===== src/rtl/locked_adder_ctrl.sv =====
// locked_adder_ctrl
//    Controller around an XOR-locked 32-bit ripple-carry adder. A 64-bit key is
//    loaded one byte at a time. Once all eight bytes are in, two requesters
//    compete for the adder through a round-robin arbiter. Each accepted
//    operation produces one registered 33-bit response. Sums are correct only
//    when the loaded key matches the key the adder core was locked with.
//
// Ports
//    clk_i         clock; all state changes on its rising edge
//    rst_i         asynchronous active-high reset
//    key_byte_i    serial key byte; byte k fills key bits [8k+7:8k]
//    key_valid_i   key_byte_i valid (used only while LOCKED)
//    key_clear_i   zeroise the key, drop any work in flight, relock
//    req_valid_i   per-requester request (2 bits)
//    req_a_i/b_i   packed operands; requester r uses bits [32r+31:32r]
//    req_ready_o   one-hot grant, nonzero only while arbitrating
//    rsp_valid_o   response available
//    rsp_ready_i   response consumer ready
//    rsp_sum_o     33-bit sum (carry-out in bit 32)
//    rsp_id_o      requester index of the response
//    key_loaded_o  all eight key bytes loaded
//    op_count_o    completed responses, modulo 2^OPCNT_W

// locked_adder_core
//    Combinational 32-bit ripple-carry adder. Every propagate term and every
//    carry is passed through an XOR with one key bit. The key bits undo a
//    built-in inversion only when keyinput equals the golden key.
//
// Ports
//    a, b      32-bit operands
//    keyinput  64-bit unlock key; bits [31:0] lock the propagates,
//              bits [63:32] lock the carries
//    sum       33-bit result
module locked_adder_core (
   input  logic [31:0] a,
   input  logic [31:0] b,
   input  logic [63:0] keyinput,
   output logic [32:0] sum
);
   localparam logic [63:0] KEY_GOLD = 64'hA5C3_0F96_3C5A_E178;

   logic [32:0] carry;
   logic [31:0] prop;
   logic [31:0] bit_sum;

   assign carry[0] = 1'b0;

   for (genvar gi = 0; gi < 32; gi++) begin : g_stage
      // A key bit that differs from the golden bit inverts the net.
      assign prop[gi]      = a[gi] ^ b[gi] ^ keyinput[gi] ^ KEY_GOLD[gi];
      assign bit_sum[gi]   = prop[gi] ^ carry[gi];
      assign carry[gi + 1] = ((a[gi] & b[gi]) | (prop[gi] & carry[gi]))
                             ^ keyinput[32 + gi] ^ KEY_GOLD[32 + gi];
   end

   assign sum = {carry[32], bit_sum};
endmodule

module locked_adder_ctrl #(
   parameter bit RR_INIT = 1'b0,
   parameter int OPCNT_W = 16
) (
   input  logic               clk_i,
   input  logic               rst_i,
   input  logic [7:0]         key_byte_i,
   input  logic               key_valid_i,
   input  logic               key_clear_i,
   input  logic [1:0]         req_valid_i,
   input  logic [63:0]        req_a_i,
   input  logic [63:0]        req_b_i,
   output logic [1:0]         req_ready_o,
   output logic               rsp_valid_o,
   input  logic               rsp_ready_i,
   output logic [32:0]        rsp_sum_o,
   output logic               rsp_id_o,
   output logic               key_loaded_o,
   output logic [OPCNT_W-1:0] op_count_o
);
   typedef enum logic [1:0] {LOCKED, ARB, CALC, RESP} state_t;

   state_t              state;
   state_t              state_next;
   logic [63:0]         key;
   logic [2:0]          byte_cnt;
   logic                key_loaded;
   logic                prio;        // requester that wins a tie
   logic [31:0]         op_a;
   logic [31:0]         op_b;
   logic [32:0]         rsp_sum;
   logic                rsp_id;
   logic [OPCNT_W-1:0]  op_count;
   logic [1:0]          grant;
   logic                transfer;
   logic                grant_id;
   logic                key_write;
   logic [32:0]         core_sum;

   locked_adder_core u_core (
      .a        (op_a),
      .b        (op_b),
      .keyinput (key),
      .sum      (core_sum)
   );

   // Grant depends only on state, request lines and priority pointer.
   always_comb begin
      grant = 2'b00;
      if (state == ARB) begin
         unique case (req_valid_i)
            2'b01:   grant = 2'b01;
            2'b10:   grant = 2'b10;
            2'b11:   grant = prio ? 2'b10 : 2'b01;
            default: grant = 2'b00;
         endcase
      end
   end

   assign transfer  = |(req_valid_i & grant);
   assign grant_id  = grant[1];
   assign key_write = (state == LOCKED) && key_valid_i && !key_clear_i;

   always_comb begin
      state_next = state;
      unique case (state)
         LOCKED: if (key_valid_i && (byte_cnt == 3'd7)) state_next = ARB;
         ARB:    if (transfer)                           state_next = CALC;
         CALC:                                           state_next = RESP;
         RESP:   if (rsp_ready_i)                        state_next = ARB;
         default:                                        state_next = LOCKED;
      endcase
      // Clearing the key overrides every other transition.
      if (key_clear_i) state_next = LOCKED;
   end

   always_ff @(posedge clk_i or posedge rst_i) begin
      if (rst_i) state <= LOCKED;
      else       state <= state_next;
   end

   always_ff @(posedge clk_i or posedge rst_i) begin
      if (rst_i) begin
         key        <= '0;
         byte_cnt   <= '0;
         key_loaded <= 1'b0;
         prio       <= RR_INIT;
         op_a       <= '0;
         op_b       <= '0;
         rsp_sum    <= '0;
         rsp_id     <= 1'b0;
         op_count   <= '0;
      end else if (key_clear_i) begin
         // A byte arriving together with the clear is discarded.
         key        <= '0;
         byte_cnt   <= '0;
         key_loaded <= 1'b0;
      end else begin
         if (key_write) begin
            key[{byte_cnt, 3'b000} +: 8] <= key_byte_i;
            byte_cnt                     <= byte_cnt + 3'd1;
            if (byte_cnt == 3'd7) key_loaded <= 1'b1;
         end
         if (transfer) begin
            op_a   <= grant_id ? req_a_i[63:32] : req_a_i[31:0];
            op_b   <= grant_id ? req_b_i[63:32] : req_b_i[31:0];
            rsp_id <= grant_id;
            prio   <= ~grant_id;
         end
         if (state == CALC) rsp_sum <= core_sum;
         if ((state == RESP) && rsp_ready_i) op_count <= op_count + OPCNT_W'(1);
      end
   end

   assign req_ready_o  = grant;
   assign rsp_valid_o  = (state == RESP);
   assign rsp_sum_o    = rsp_sum;
   assign rsp_id_o     = rsp_id;
   assign key_loaded_o = key_loaded;
   assign op_count_o   = op_count;
endmodule


===== config.mk =====
export PLATFORM = sky130hd
export DESIGN_NAME = locked_adder_ctrl
export DESIGN_NICKNAME = d
export VERILOG_FILES = /design/src/rtl/locked_adder_ctrl.sv
export SDC_FILE = /design/constraint.sdc
export NUM_CORES = 1
export LEC_CHECK = 0
export BUFFER_PORTS_ARGS = -buffer_cell sky130_fd_sc_hd__buf_2
export CAP_MARGIN = 0
export CORE_ASPECT_RATIO = 1.4
export CORE_MARGIN = 5
export CORE_UTILIZATION = 50
export CTS_CLUSTER_DIAMETER = 120
export DETAILED_ROUTE_END_ITERATION = 16
export GPL_ROUTABILITY_DRIVEN = 0
export PLACE_DENSITY = 0.74
export SLEW_MARGIN = 15
export SYNTH_ARGS = -nofsm -noshare
export SYNTH_HDL_FRONTEND = slang
export SYNTH_SLANG_ARGS = --single-unit

===== constraint.sdc =====
create_clock -name clk_i -period 39.2 [get_ports clk_i]
set_input_delay 3.92 -clock clk_i [delete_from_list [all_inputs] [get_ports clk_i]]
set_output_delay 3.92 -clock clk_i [all_outputs]
set_load 0.05 [all_outputs]

* Word-level counts from Yosys, hierarchy flattened
Index checks and enable logic that the tools add are counted.
** Operators by class
- Add/subtract/negate cells :: 3
- Eq/ne operators :: 10
- Shift-type cells :: 2
- Muxes and demuxes :: 18
- Bitwise logic cells :: 256
- Reduce and logical (&&, ||, !) cells :: 14
** Operators with widths (number)
- 64-bit 2-to-1 mux :: 2
- 1-bit bitwise XOR :: 127
- 64-bit bitwise mux :: 1
- 32-bit 2-to-1 mux :: 2
- 8-bit by 8-bit variable shift with 64-bit output (first input constant) :: 1
- 8-bit by 8-bit variable part select with 64-bit output :: 1
- 1-bit bitwise AND :: 63
- 1-bit inverter :: 34
- 1-bit bitwise OR :: 31
- 16-bit by 1-bit adder with 16-bit output (second input constant) :: 1
- 2-bit 2-to-1 mux :: 6
- 2-bit == test (second input constant) :: 4
- 6-bit negation with 8-bit output :: 1
- 2-bit case mux with 4 select lines :: 1
- 2-bit AND reduction :: 4
- 3-bit 2-to-1 mux :: 2
- 3-bit by 2-bit inequality test with 1-bit output (second input constant) :: 2
- 2-bit case mux with 3 select lines :: 1
- 2-bit by 1-bit == test with 1-bit output (second input constant) :: 2
- 1-bit logical AND :: 4
- 2-bit nonzero test :: 2
- 3-bit by 1-bit adder with 3-bit output (second input constant) :: 1
- 3-bit == test (second input constant) :: 1
- 1-bit 2-to-1 mux :: 3
- 6 further kinds :: 6
** Word-level totals
- Flip-flop bits (word level) :: 185

* Depth between registers and ports, before layout
- Word-level depth :: 111
- Gate-level depth with buffers :: 96
- Gate-level depth less buffers :: 96

* Modules after synthesis
From an unflattened synthesis, not the netlist that was laid out.
** Unflattened totals
- Cells, all modules :: 804
- Area total of the unflattened synthesis :: 9286.4 µm²
** Modules (own cells, without submodules)
- locked_adder_ctrl :: times used 1, cells an instance 646, area each 7821.3 µm², sequential area each 4629.4 µm²
- locked_adder_core :: times used 1, cells an instance 158, area each 1465.2 µm², sequential area each 0.0 µm²

* Worst setup path after synthesis
OpenSTA, ideal clock, no wires.
- Path kind :: flip-flop to flip-flop
- Start point :: register op_a[1]
- End point :: register rsp_sum[31] (netlist: rsp_sum_o[31])
- Library setup time :: 0.125 ns
- Arrival time :: 12.202 ns
- Data required time :: 39.075 ns
- Setup slack :: 26.873 ns
- Stages on the path, launching flop included :: 95
- Buffers on the path :: 0
- Clock period less this slack :: 12.327 ns
- Cell sequence :: dfrtp_1 > ha_1 > xor2_1 > ha_1 > nor2_1 > xor2_1 > ha_1 > nor2_1 > xor2_1 > ha_1 > nor2_1 > xnor2_1 > ha_1 > nor2_1 > xor2_1 > ha_1 > nor2_1 > xnor2_1 > [... 59 more ...] > xnor2_1 > ha_1 > nor2_1 > xor2_1 > ha_1 > nor2_1 > xnor2_1 > ha_1 > nor2_1 > xnor2_1 > ha_1 > nor2_1 > xor2_1 > ha_1 > nor2_1 > xnor2_1 > ha_1 > mux2_2
** Between the ends
- Word-level cells in the longest chain between the ends :: 108
- Elaborated cells between the ends (all ways) :: 109
- Those cells by class :: bitwise: 109
** Ends and longest elaborated chain
- start: declaration :: RTL line 87 : logic [31:0] op_a;
- start signal: assignment :: RTL line 163 : op_a <= grant_id ? req_a_i[63:32] : req_a_i[31:0];
- 1-bit bitwise XOR (2 in series) :: RTL line 50 : assign prop[gi] = a[gi] ^ b[gi] ^ keyinput[gi] ^ KEY_GOLD[gi];
- 1-bit bitwise AND :: RTL line 52 : assign carry[gi + 1] = ((a[gi] & b[gi]) | (prop[gi] & carry[gi]))
- 1-bit bitwise OR * :: RTL line 52
- 1-bit bitwise XOR * :: RTL line 53 : ^ keyinput[32 + gi] ^ KEY_GOLD[32 + gi];
- 1-bit inverter (no source line) *
- 1-bit bitwise AND * :: RTL line 52
- 1-bit bitwise OR * :: RTL line 52
- 1-bit bitwise XOR * :: RTL line 53
- [... 92 more ...]
- 1-bit bitwise OR * :: RTL line 52
- 1-bit bitwise XOR * :: RTL line 53
- 1-bit inverter (no source line) *
- 1-bit bitwise AND * :: RTL line 52
- 1-bit bitwise OR * :: RTL line 52
- 1-bit bitwise XOR * :: RTL line 53
- 1-bit bitwise XOR * :: RTL line 51 : assign bit_sum[gi] = prop[gi] ^ carry[gi];
- named net core_sum[31] :: RTL line 96 : logic [32:0] core_sum;
- end signal: assignment :: RTL line 168 : if (state == CALC) rsp_sum <= core_sum;
- end: declaration :: RTL line 89 : logic [32:0] rsp_sum;
The timed path passes the listed nets; every way through them passes the cells marked *.
A chain may end at the register's enable or synchronous reset.

* Worst setup path after layout
Ends and elaborated chain as after synthesis.

==> impl_results.rst <==
.. list-table::
   :header-rows: 1

   * - Metric
     - Value
   * - Result of the run
     - complete, no violations
   * - Quantity of gates resized following cts
     - 0
   * - Count of routing violations after the opening detailed-route iteration
     - 320
   * - Most used cells in the layout excluding fill and tap cells
     - buf_2 (196), dfrtp_1 (185), nor2_1 (172), mux2i_1 (129), ha_1 (72)
   * - Ports
     - 197
   * - Final-report hold violation count
     - 0
   * - Maximum ir drop on the vdd rail
     - 0.0383 mV
   * - Vias in the first global route
     - 6895
   * - Post-synthesis instance area
     - 0.00944 sq mm
   * - Slew headroom
     - 43.5%
   * - Ratio of cells with drive above 1 in the final layout
     - 26.6%
   * - Req. time, crit path
     - 39510 ps
   * - Most common library cell in the layout ignoring fill and taps
     - buf_2
   * - H-tree Lvls
     - 4
   * - Longest Clk Path Bufs
     - 2
   * - Average cell area after synthesis
     - 11.1 sq um
   * - Die Ht
     - 173 um
   * - DRC violations left
     - 0
   * - RSZ-0062 raised after global routing
     - false
   * - Clock root buffer
     - clkbuf_16
   * - Dominant synthesized flop cell
     - dfrtp_1
   * - Layout area overhead
     - 19.0%
   * - Core Area
     - 0.0186 sq mm
   * - Leakage Power
     - 5.96 nW
   * - Number of endpoints failing setup at the final stage
     - 0
   * - Number of nets in the final layout
     - 1240
   * - Wire length of the first global-routing pass
     - 34.0 mm
   * - Final-layout setup total negative slack
     - 0 ps
   * - Actual slew at the worst max-slew pin
     - 847 ps
   * - Placed instance count
     - 1249
   * - Area of the die
     - 0.0218 sq mm
   * - Setup Crit Path Kind
     - flop to flop
   * - Count of flip-flops with a built-in enable after synthesis
     - 0
   * - CP endpoint kind
     - flop
   * - Initial antenna violation count
     - 0
   * - Cells taking the most area after synthesis
     - dfrtp_1 (49%), mux2i_1 (14%), ha_1 (9.5%), nor2_1 (6.8%), xnor2_1 (4.3%)
   * - Data arrival time at the worst-slack endpoint
     - 13430 ps
   * - Flop2flop setup slack
     - 26080 ps
   * - Number of nets with antenna violations after routing
     - 0
   * - Synthesized Nets
     - 1062
   * - Total power
     - 0.823 mW
   * - Max Cap Violations
     - 0
   * - Critical path launch point type
     - flop
   * - Fill cell total of the finished layout
     - 1610
   * - Seq/Total Area, Yosys
     - 49.0%
   * - Grt total ovfl
     - 0
   * - Top cell type by total area after synthesis
     - dfrtp_1
   * - Die X-Extent
     - 126 um
   * - Final cell utilization of the core
     - 60.4%
   * - Placement Rows
     - 59
   * - Unique masters post-synth
     - 36
   * - Largest net degree at the start of global routing
     - 125
   * - Fmax
     - 76.2 MHz
   * - Biggest cell delay along the critical path
     - 380 ps
   * - Worst-path maximum fanout
     - 2
   * - Worst slack, placed
     - 25960 ps
   * - Sink count of the clock tree
     - 185
   * - Via density
     - 5.13
   * - FFs w/ async S/R, synth
     - 100%
   * - Worst Slack Setup Final
     - 26080 ps
   * - Routed Wire Length
     - 20.4 mm
   * - DP HPWL
     - 14.6 mm
   * - Worst clock skew
     - 13.1 ps
   * - Crit-path slowest cell
     - dfrtp_1
   * - All-Layer GR Usage
     - 19.2%
   * - DRT Pass-1 Iters
     - 4
   * - Count of placed standard cells in the final layout, fillers left out
     - 1282
   * - Register clock-pin slew on the reported worst setup and hold paths
     - 70 ps
   * - Cell Pwr Density
     - 73.3 mW/mm^2
   * - Effective utilization at floorplan
     - 50.7%
   * - Detail-routed net length per standard cell
     - 15.9 um
   * - CTS tree
     - built
   * - Cell repeated most along the worst path
     - ha_1
   * - Share of Yosys cell area claimed by the top area cell type
     - 49.0%
   * - Number of buffers inserted by post-CTS setup repair
     - 0
   * - Clk Latency, worst-skew pair
     - 430 ps
   * - Antenna diode instance count
     - 0
   * - Ys Warns
     - 0
   * - Synthesized flop and latch total
     - 185
   * - Number of cells produced by synthesis
     - 847
   * - Final worst path period need
     - 13120 ps
   * - Number of slew-limit violations in the final report
     - 0
   * - Total via count in the routed design
     - 6577
   * - Hold_buf cts
     - 0
   * - TritonCTS Buffers
     - 17
   * - Final critical-path share of the clock period
     - 33.5%
   * - Class of the tightest hold or removal check
     - flop to flop
   * - Number of port buffers
     - 196
registers in the layout, indices dropped and copies added (netlist names):
signal,count
byte_cnt,3
key,64
key_loaded_o,1
op_a,32
op_b,32
op_count_o,16
prio,1
rsp_id_o,1
rsp_sum_o,33
state,2
cells by family (layout without fill, tap and decap cells):
logic type	count (synthesis)	after routing	share of synthesized area, %
AO/OA/AOI/OAI	74	74	4.07
XOR/XNOR	80	80	7.42
adder cells (fa/ha/maj)	72	72	9.54
buffers and inverters	57	248	2.60
flip-flops	185	185	49.0
multiplexers	160	160	17.4
AND/OR/NAND/NOR	219	219	9.95
path summary, 6_finish.rpt:
path                           startpoint             end  cells after the start
hold reg to reg            op_count_o[15]  op_count_o[15]                      1
max in group asynchronous           rst_i         key[59]                      3
hold / removal             op_count_o[15]  op_count_o[15]                      1
setup reg to reg                  op_a[1]   rsp_sum_o[31]                     94
min in group asynchronous           rst_i         op_a[4]                      2
setup / recovery                  op_a[1]   rsp_sum_o[31]                     94
critical path, delay by kind of cell, from the launching register on:
family / cells / cell delay, ps
adder cells (fa/ha/maj): 32 / 5630
XOR/XNOR: 31 / 4130
AND/OR/NAND/NOR: 30 / 2550
flip-flops: 1 / 380
multiplexers: 1 / 260
report_power, final:
part | total, mW | internal [mW] | leakage (nW) | switching (mW)
combinational | 0.376 | 0.161 | 3.32 | 0.214
sequential | 0.277 | 0.244 | 2.37 | 0.0333
clock | 0.170 | 0.0961 | 0.274 | 0.0735
total | 0.823 | 0.501 | 5.96 | 0.321
cells in the mapped netlist (2+ instances only):
master,instances
dfrtp_1,185
nor2_1,172
mux2i_1,129
ha_1,72
a21oi_1,69
xnor2_1,46
xor2_1,34
mux2_2,31
buf_2,22
clkbuf_1,20
nand2_1,15
inv_1,11
nand3_1,7
nand4_1,4
buf_1,3
nand4bb_1,2
nor2_2,2
nor2b_1,2
nor3_1,2
nor4_1,2
nor4b_1,2
layout make-up:
cell class	count	area (sq um)	share of cell area (%)
clock buffers	19	443	3.94
clock inverters	13	145	1.29
inverters	11	48.8	0.434
multi-input cells	605	4590	40.9
flip-flops and latches	185	4630	41.2
well taps	244	305	2.72
repair buffers	205	1070	9.51
metal layers:
| metal | wire (um) | vias up | share of wire [%] | global-route usage [%] |
|---|---|---|---|---|
| met5 | 0 | - | 0 | 0 |
| met4 | 379 | 0 | 1.9 | 5.95 |
| met3 | 801 | 25 | 3.9 | 3.80 |
| met2 | 11000 | 121 | 54 | 34.5 |
| met1 | 8190 | 3200 | 40 | 23.0 |
| li1 | - | 3231 | - | - |
stage by stage:
step                area (sq um)  hold slack [ps]
detailed placement         10600              470
floorplan                   9440              499
CTS                        11200              484
global route               11200              515
finish                     11200              478
global placement           10600              459
Note: power is estimated with default switching activity, not from simulation.
